## config.mk

```make
export PLATFORM = sky130hd
export DESIGN_NAME = led_chime
export DESIGN_NICKNAME = d
export VERILOG_FILES = /design/src/rtl/led_chime_pkg.sv /design/src/rtl/bcd2bin_sat.sv /design/src/rtl/led_chime.sv
export SDC_FILE = /design/constraint.sdc
export NUM_CORES = 1
export LEC_CHECK = 0
export CORE_UTILIZATION = 56
export CTS_BUF_LIST = sky130_fd_sc_hd__clkbuf_4 sky130_fd_sc_hd__clkbuf_8
export DETAILED_ROUTE_END_ITERATION = 10
export GPL_TIMING_DRIVEN = 0
export PLACE_DENSITY = 0.79
export RECOVER_POWER = 50
export SLEW_MARGIN = 20
export SYNTH_ARGS = -nofsm -noshare
export SYNTH_HDL_FRONTEND = slang
export SYNTH_SLANG_ARGS = --single-unit
```

## constraint.sdc

```tcl
create_clock -name CLK1K -period 3.2 [get_ports CLK1K]
set_input_delay 0.96 -clock CLK1K [delete_from_list [all_inputs] [get_ports CLK1K]]
set_output_delay 0.96 -clock CLK1K [all_outputs]
set_load 0.005 [all_outputs]
```

## src/rtl/led_chime_pkg.sv

```systemverilog
// LED chime shared types and constants.
// FSM state encoding and BCD digit limit.
package led_chime_pkg;

  typedef enum logic [1:0] {
    S_IDLE,
    S_ON,
    S_OFF,
    S_HOLD
  } state_t;

  localparam logic [3:0] BCD_MAX = 4'd9;

endpackage

```

## src/rtl/bcd2bin_sat.sv

```systemverilog
// Two-digit BCD to saturated binary.
// Flags any digit above nine as invalid.
module bcd2bin_sat
  import led_chime_pkg::*;
#(
  parameter int CNT_W = 5
) (
  input  logic [7:0]       i_bcd,
  output logic [CNT_W-1:0] o_bin,
  output logic             o_bad
);

  localparam int MAXV = (1 << CNT_W) - 1;

  logic [7:0] w_full;

  // tens*10 + ones; even 15*10+15 fits in 8 bits
  assign w_full = ({4'd0, i_bcd[7:4]} * 8'd10)
                + {4'd0, i_bcd[3:0]};

  assign o_bin = (32'(w_full) > MAXV) ? CNT_W'(MAXV)
                                      : CNT_W'(w_full);

  assign o_bad = (i_bcd[7:4] > BCD_MAX) ||
                 (i_bcd[3:0] > BCD_MAX);

endmodule

```

## src/rtl/led_chime.sv

```systemverilog
// LED chime: blinks one channel N times, then
// holds the LCD enable for a fixed time.
module led_chime
  import led_chime_pkg::*;
#(
  parameter int CLK_HZ   = 1000,
  parameter int NUM_CH   = 2,
  parameter int CNT_W    = 5,
  parameter int LCD_HOLD = 10000
) (
  input  logic                      CLK1K,
  input  logic                      RSTN,
  input  logic                      EN,
  input  logic                      TRIG,
  input  logic [$clog2(NUM_CH)-1:0] CH_SEL,
  input  logic [NUM_CH*8-1:0]       BCD_IN,
  output logic [NUM_CH-1:0]         LED,
  output logic                      BUSY,
  output logic                      DONE,
  output logic                      ERR,
  output logic                      LCD_EN
);

  localparam int SW    = $clog2(NUM_CH);
  localparam int ON_T  = CLK_HZ / 2;
  localparam int OFF_T = CLK_HZ - CLK_HZ / 2;
  localparam int PW    = (CLK_HZ > 2) ? $clog2(CLK_HZ) : 1;
  localparam int LW    = (LCD_HOLD > 1) ? $clog2(LCD_HOLD) : 1;

  state_t           r_state;
  state_t           w_nxt;
  logic [PW-1:0]    r_ph;
  logic [PW-1:0]    w_ph_n;
  logic [LW-1:0]    r_lcd;
  logic [LW-1:0]    w_lcd_n;
  logic [CNT_W-1:0] r_blk;
  logic [CNT_W-1:0] w_blk_n;
  logic [CNT_W-1:0] w_blk_inc;
  logic [CNT_W-1:0] r_n;
  logic [SW-1:0]    r_ch;
  logic             r_trig_q;
  logic             r_arm;
  logic             r_done;
  logic             r_err;

  logic [7:0]       w_bcd;
  logic [CNT_W-1:0] w_bin;
  logic             w_dig_bad;
  logic             w_ch_bad;
  logic             w_bad;
  logic             w_start;
  logic             w_load;
  logic             w_done;
  logic             w_err;

  // Pick the selected channel's BCD byte
  always_comb begin
    w_bcd = '0;
    for (int i = 0; i < NUM_CH; i++) begin
      if (CH_SEL == SW'(i)) w_bcd = BCD_IN[i*8 +: 8];
    end
  end

  bcd2bin_sat #(
    .CNT_W (CNT_W)
  ) u_conv (
    .i_bcd (w_bcd),
    .o_bin (w_bin),
    .o_bad (w_dig_bad)
  );

  assign w_ch_bad  = (32'(CH_SEL) >= NUM_CH);
  assign w_bad     = w_ch_bad | w_dig_bad;
  // r_arm blocks a TRIG that was already high at reset release
  assign w_start   = EN & TRIG & ~r_trig_q & r_arm;
  assign w_blk_inc = r_blk + 1'b1;

  // Next state, counters and one-cycle pulses
  always_comb begin
    w_nxt   = r_state;
    w_ph_n  = r_ph;
    w_lcd_n = r_lcd;
    w_blk_n = r_blk;
    w_load  = 1'b0;
    w_done  = 1'b0;
    w_err   = 1'b0;
    if (!EN) begin
      w_nxt   = S_IDLE;
      w_ph_n  = '0;
      w_lcd_n = '0;
      w_blk_n = '0;
    end else begin
      unique case (r_state)
        S_ON: begin
          if (r_ph == PW'(ON_T - 1)) begin
            w_nxt  = S_OFF;
            w_ph_n = '0;
          end else begin
            w_ph_n = r_ph + 1'b1;
          end
        end
        S_OFF: begin
          if (r_ph == PW'(OFF_T - 1)) begin
            w_ph_n = '0;
            if (w_blk_inc == r_n) begin
              w_nxt   = S_HOLD;
              w_blk_n = '0;
              w_lcd_n = '0;
              w_done  = 1'b1;
            end else begin
              w_nxt   = S_ON;
              w_blk_n = w_blk_inc;
            end
          end else begin
            w_ph_n = r_ph + 1'b1;
          end
        end
        S_HOLD: begin
          if (r_lcd == LW'(LCD_HOLD - 1)) begin
            w_nxt   = S_IDLE;
            w_lcd_n = '0;
          end else begin
            w_lcd_n = r_lcd + 1'b1;
          end
        end
        default: ;
      endcase
      // Starts are honoured only while not blinking
      if (w_start && !(r_state == S_ON ||
                       r_state == S_OFF)) begin
        if (w_bad) begin
          w_nxt   = r_state;
          w_lcd_n = r_lcd;
          if (r_state == S_HOLD) begin
            w_nxt   = (r_lcd == LW'(LCD_HOLD - 1))
                    ? S_IDLE : S_HOLD;
            w_lcd_n = (r_lcd == LW'(LCD_HOLD - 1))
                    ? '0 : r_lcd + 1'b1;
          end
          w_err = 1'b1;
        end else begin
          w_load  = 1'b1;
          w_ph_n  = '0;
          w_blk_n = '0;
          w_lcd_n = '0;
          if (w_bin == '0) begin
            w_nxt  = S_HOLD;
            w_done = 1'b1;
          end else begin
            w_nxt  = S_ON;
          end
        end
      end
    end
  end

  // State, counters, latched request and edge history
  always_ff @(posedge CLK1K or negedge RSTN) begin
    if (!RSTN) begin
      r_state  <= S_IDLE;
      r_ph     <= '0;
      r_lcd    <= '0;
      r_blk    <= '0;
      r_n      <= '0;
      r_ch     <= '0;
      r_trig_q <= 1'b0;
      r_arm    <= 1'b0;
      r_done   <= 1'b0;
      r_err    <= 1'b0;
    end else begin
      r_state  <= w_nxt;
      r_ph     <= w_ph_n;
      r_lcd    <= w_lcd_n;
      r_blk    <= w_blk_n;
      r_trig_q <= TRIG;
      r_arm    <= r_arm | ~TRIG;
      r_done   <= w_done;
      r_err    <= w_err;
      if (w_load) begin
        r_n  <= w_bin;
        r_ch <= CH_SEL;
      end
    end
  end

  // Only the latched channel lights, and only in ON
  always_comb begin
    LED = '0;
    for (int i = 0; i < NUM_CH; i++) begin
      LED[i] = (r_state == S_ON) && (r_ch == SW'(i));
    end
  end

  assign BUSY   = (r_state == S_ON) || (r_state == S_OFF);
  assign LCD_EN = (r_state == S_HOLD);
  assign DONE   = r_done;
  assign ERR    = r_err;

endmodule

```

* Word-level counts from Yosys, hierarchy flattened *
Index checks and enable logic that the tools add are counted.

storage, ports and cells
  register bits after elaboration = 41
  input bits = 21
  output and inout port bits = 6
  logic and storage cells = 93

cells by class
  add/sub/neg operators = 4
  $mul = 1
  $lt $le $gt $ge = 3
  equality and inequality tests = 13
  multiplexer cells = 45
  bitwise gates (word level) = 7
  reduce and logical (&&, ||, !) cells = 10

operators by type and width
  cell                   count
  $mux 14                7
  $mux 10                5
  $mux 5                 7
  $pmux 14 s2            1
  $mux 2                 10
  $add 14x1->14 const B  1
  $eq 14x14->1 const B   1
  $mux 1                 13
  $ne 4x3->1 const B     3
  $add 10x1->10 const B  1
  $eq 10x9->1 const B    1
  $add 8x4->8            1
  $gt 4x4->1 const B     2
  $gt 8x5->1 const B     1
  $mux 8                 1
  $mul 4x3->7 const B    1
  $pmux 2 s3             1
  $add 5x1->5 const B    1
  $eq 5x5->1             1
  $logic_not 5->1        1
  $ne 5x1->1 const B     1
  $reduce_and 5->1       1
  $eq 2x2->1 const B     2
  $ne 4x1->1 const B     1
  11 further kinds       18

* Depth between registers and ports, before layout *
  word-level depth = 10
  depth in mapped cells = 13
  gate-level depth less buffers = 12

* Modules after synthesis *
Synthesis repeated with hierarchy kept, for this count alone.

second synthesis, totals
  cells, all modules = 281
  area total of the unflattened synthesis = 2,737.6 um^2

by module, submodules not included
  module       instances  cells an instance  area each (um^2)  sequential area each (um^2)
  led_chime    1          244                2,429.8           1,026.0
  bcd2bin_sat  1          37                 307.8             0.0

* Worst setup path before layout *
No wires, ideal clock.

  kind = in2reg
  start = input CH_SEL
  end = register r_state[1]
  setup time = 0.110 ns
  arrival time = 3.690 ns
  required time = 3.090 ns
  setup slack = -0.601 ns
  cell stages on the path = 11
  buffers on the path = 1
  cells stage by stage = buf_4 -> mux2_2 -> ha_1 -> ha_1 -> inv_1 -> fa_1 -> nor4_1 -> o22ai_1 -> a2111oi_1 -> nor2b_1 -> o41ai_1

on the way
  cells in the longest elaborated chain, start to end = 10
  elaborated cells between the ends (all ways) = 15
  those cells by class = add/sub (1); mul (1); order compare (3); eq/ne (1); mux (6); reduce/logical (3)

RTL lines
  element                 RTL line           text
  start: declaration      led_chime.sv:15    input logic [$clog2(NUM_CH)-1:0] CH_SEL,
  $mux 8 *                led_chime.sv:60    if (CH_SEL == SW'(i)) w_bcd = BCD_IN[i*8 +: 8];
  $mul 4x3->7             bcd2bin_sat.sv:18  assign w_full = ({4'd0, i_bcd[7:4]} * 8'd10)
  $add 8x4->8             bcd2bin_sat.sv:19  + {4'd0, i_bcd[3:0]};
  $gt 8x5->1              bcd2bin_sat.sv:21  assign o_bin = (32'(w_full) > MAXV) ? CNT_W'(MAXV)
  $mux 5                  bcd2bin_sat.sv:21
  $logic_not 5->1         led_chime.sv:146   if (w_bin == '0) begin
  $mux 2                  led_chime.sv:146
  $mux 2                  led_chime.sv:131   if (w_bad) begin
  $mux 2                  led_chime.sv:129   if (w_start && !(r_state == S_ON ||
  $mux 2                  led_chime.sv:87    if (!EN) begin
  end signal: assignment  led_chime.sv:171   r_state <= w_nxt;
  end: declaration        led_chime.sv:30    state_t r_state;

Mark *: on every way between the ends. The rest lies on a longest branch, timed or not.
A chain may end at the register's enable or synchronous reset.

* Worst setup path in the final report *
Same ends and word-level chain as after synthesis.

==> impl_metrics.py <==
metrics = {
    "run_status": {
        "status": "complete, but fails checks",
        "violations": "capacitance limit, setup timing",
    },
    "power": {
        "leakage_nw": 1.51,
        "combPwrFrac_pct": 39.5,
        "max-vdd-ir-drop_mv": 0.320,
        "p_per_area_mw_per_mm2": 521,
        "power_frac_seq_pct": 36.0,
        "p_sw_mw": 0.589,
        "swShare_pct": 33.3,
        "p_clk_share_pct": 24.4,
        "power.internal_mw": 1.18,
    },
    "synthesis": {
        "ys.warnings.count": 0,
        "synthMuxAreaShare_pct": 3.98,
        "syn_nets": 326,
        "synth_simple_gate_area_share_pct": 22.7,
        "synth_edf_count": 0,
        "avgSynthCellArea_um2": 9.47,
        "syn_area_mm2": 0.00274,
        "synth_top_area_cell": "dfrtp_1",
        "synth-compound-area-share_pct": 20.0,
        "yosys-top-cells-area": "dfrtp_1, ha_1, o21ai_0",
        "synth_seq_cells": 41,
        "syn-instance-count": 289,
        "synth_top_area_share_pct": 37.5,
        "async_reset_ff_share_pct": 100,
        "yosysSeqAreaShare_pct": 37.5,
        "synth_xor_xnor_area_share_pct": 4.48,
        "synth_fa_ha_area_share_pct": 7.86,
        "ys.flop_type": "dfrtp_1",
        "netlist-cell-type-count": 55,
        "synth_top_family_by_area": "simple AND/OR/NAND/NOR gates",
    },
    "clock_tree": {
        "cts_tree": "done",
        "root_buffer": "clkbuf_8",
        "numCtsBuffers": 5,
        "htreeDepth": 2,
        "cts.path.max_buffers": 2,
        "cts_hold_buffers": 0,
        "path_clk_slew_ns": 0.07,
        "numClockSinks": 41,
        "clk_latency_ns": 0.28,
    },
    "min_path": {
        "hold_path_end": "r_arm",
        "hold_depth": 1,
        "worstHoldStart": "r_arm",
        "min_path_type": "reg -> reg",
    },
    "floorplan": {
        "core_area_mm2": 0.00472,
        "rows": 25,
        "die_w_um": 71.9,
        "die_h_um": 71.9,
        "die_area_mm2": 0.00517,
        "start_util_pct": 58.0,
        "boundaryPins": 27,
    },
    "global_route": {
        "globalRoute.totalOverflow": 0,
        "grt_pass1_vias": 2258,
        "grt_usage_pct": 25.4,
        "antenna_found_initial": 0,
        "grt_pass1_wl_mm": 10.4,
        "grt_max_degree": 29,
    },
    "timing": {
        "drv_slew": 0,
        "setup_tns_ns": -0.621,
        "worst_slew_pin_slew_ns": 1.49,
        "rsz0062_at_grt": "true",
        "period_share_pct": 109,
        "finalClockSkew_ns": 0.00256,
        "setup_slack_ns": -0.277,
        "fin_crit_ns": 3.48,
        "relSlewSlack_pct": 0.392,
        "max_freq_mhz": 288,
        "hold_viol_final": 0,
        "setup_viol": 7,
    },
    "critical_path": {
        "arrival_ns": 3.66,
        "cp-end-kind": "register",
        "critPathRequiredTime_ns": 3.39,
        "ff2ff_path_depth": 11,
        "rrSetupSlack_ns": 0.50,
        "r2r-start": "r_state[0]",
        "worstReg2RegEnd": "r_lcd[12]",
        "crit_path_max_fanout": 7,
        "startpoint_type": "primary input",
        "worstSetupPathType": "in -> reg",
    },
    "final_layout": {
        "drive_above_1_share_pct": 18.2,
        "syn_to_final_growth_pct": 23.9,
        "final_cell_mix": "dfrtp_1, nor2_1, o21ai_0, nand2_1, clkdlybuf4s50_1",
        "diodes": 0,
        "nNetsFinal": 372,
        "final_common_cell": "dfrtp_1",
        "final_util_pct": 71.8,
    },
    "routing": {
        "routed_wl_mm": 5.97,
        "drt_iter0_markers": 105,
        "ant_nets": 0,
        "vias": 2332,
        "drc": 0,
        "dr.pass1.iters": 4,
        "vias_per_cell": 5.79,
        "routedWlPerCell_um": 14.8,
    },
    "placement": {
        "hpwl_mm": 4.37,
        "gp_congestion": 0.867,
        "io_buffer_count": 26,
    },
    "job": {
        "cap_violations": 1,
    },
}
## worst max-delay path by stage
stage	endpoint	startpoint
5_1_grt	r_state[1]	CH_SEL
4_1_cts	r_state[1]	CH_SEL
6_report	r_state[1]	CH_SEL
2_1_floorplan	r_state[1]	CH_SEL
3_5_place_dp	r_state[1]	CH_SEL
3_3_place_gp	r_state[1]	CH_SEL
## metal layers
layer	wire length [um]	GRT usage [%]	up-vias	share of wire, %
met2	2900	42.3	30	49
met3	122	4.03	5	2.0
met1	2890	35.1	1139	48
li1	-	-	1158	-
met4	49	6.10	0	0.82
met5	0	0	-	0
## through the flow
stage	power, mW	instances	setup WS, ns	instance area [um^2]	hold slack, ns
2_1_floorplan	1.12	289	-0.361	2800	0.435
3_3_place_gp	1.29	382	-1.24	3140	0.452
3_5_place_dp	1.31	383	-1.29	3160	0.488
4_1_cts	1.77	398	-0.437	3370	0.512
5_1_grt	1.88	403	-0.373	3390	0.519
6_report	1.77	403	-0.277	3390	0.501
## worst max-delay path, cell delays in order
cell	delay (ns)
buf_12	0.12
mux2_4	0.32
ha_4	0.29
ha_4	0.13
inv_2	0.04
fa_1	0.51
nand3b_1	0.19
nor4_2	0.24
nand2_1	0.15
a2111oi_4	0.41
nor2b_1	0.11
o41ai_2	0.20
## layout make-up
type	instances	area, um^2
Multi-Input combinational cell	229	1730
Sequential cell	41	1030
Tap cell	67	83.8
Clock inverter	1	30.0
Buffer	7	48.8
Fill cell	348	1330
Clock buffer	7	90.1
Inverter	11	41.3
Timing Repair Buffer	40	347
## registers in the layout (all words and copies together) (netlist names), 2 cells and up
signal	cells
r_blk	5
r_ph	10
r_lcd	14
r_n	5
r_state	2
## what timing repair did
item | in CTS | in global routing
pin swaps | 8 | 10
resized for setup | 20 | 16
endpoints found under the setup margin | 7 | 31
setup buffers | 7 | 6
hold endpoints to repair | 0 | 0
## power groups by stage
stage	clock network, mW	logic (mW)	registers [mW]
after floorplan	0	0.485	0.633
after global placement	0	0.645	0.647
after detailed placement	0	0.658	0.648
after CTS	0.443	0.686	0.638
after global routing	0.459	0.774	0.646
final	0.432	0.699	0.637
## cell usage after synthesis, types with 2 or more instances
cell	count
a211o_1	9
a21o_1	2
a21oi_1	13
a22o_1	8
and2_1	2
and3_1	4
buf_2	3
buf_4	2
buf_6	2
dfrtp_1	41
fa_1	2
ha_1	14
inv_1	11
mux2_2	7
mux2i_1	3
nand2_1	22
nand2b_1	2
nand3_1	11
nand3b_1	5
nand4_1	5
nor2_1	24
nor2b_1	6
nor3_1	7
nor3_4	2
nor3b_1	2
nor4_1	2
o211ai_1	3
o21a_1	2
o21ai_0	21
o22a_1	5
o31ai_1	5
or2_2	2
or3_1	5
or4b_2	2
xnor2_1	5
xor2_1	9
## cells by family (layout without fill, tap and decap cells)
| logic type | after synthesis | count (layout) |
|---|---|---|
| AO/OA/AOI/OAI | 78 | 78 |
| XOR/XNOR | 14 | 14 |
| adder cells (fa/ha/maj) | 16 | 16 |
| buffers and inverters | 19 | 66 |
| flip-flops | 41 | 41 |
| multiplexers | 10 | 10 |
| AND/OR/NAND/NOR | 111 | 111 |
(Power assumes the default switching activity.)
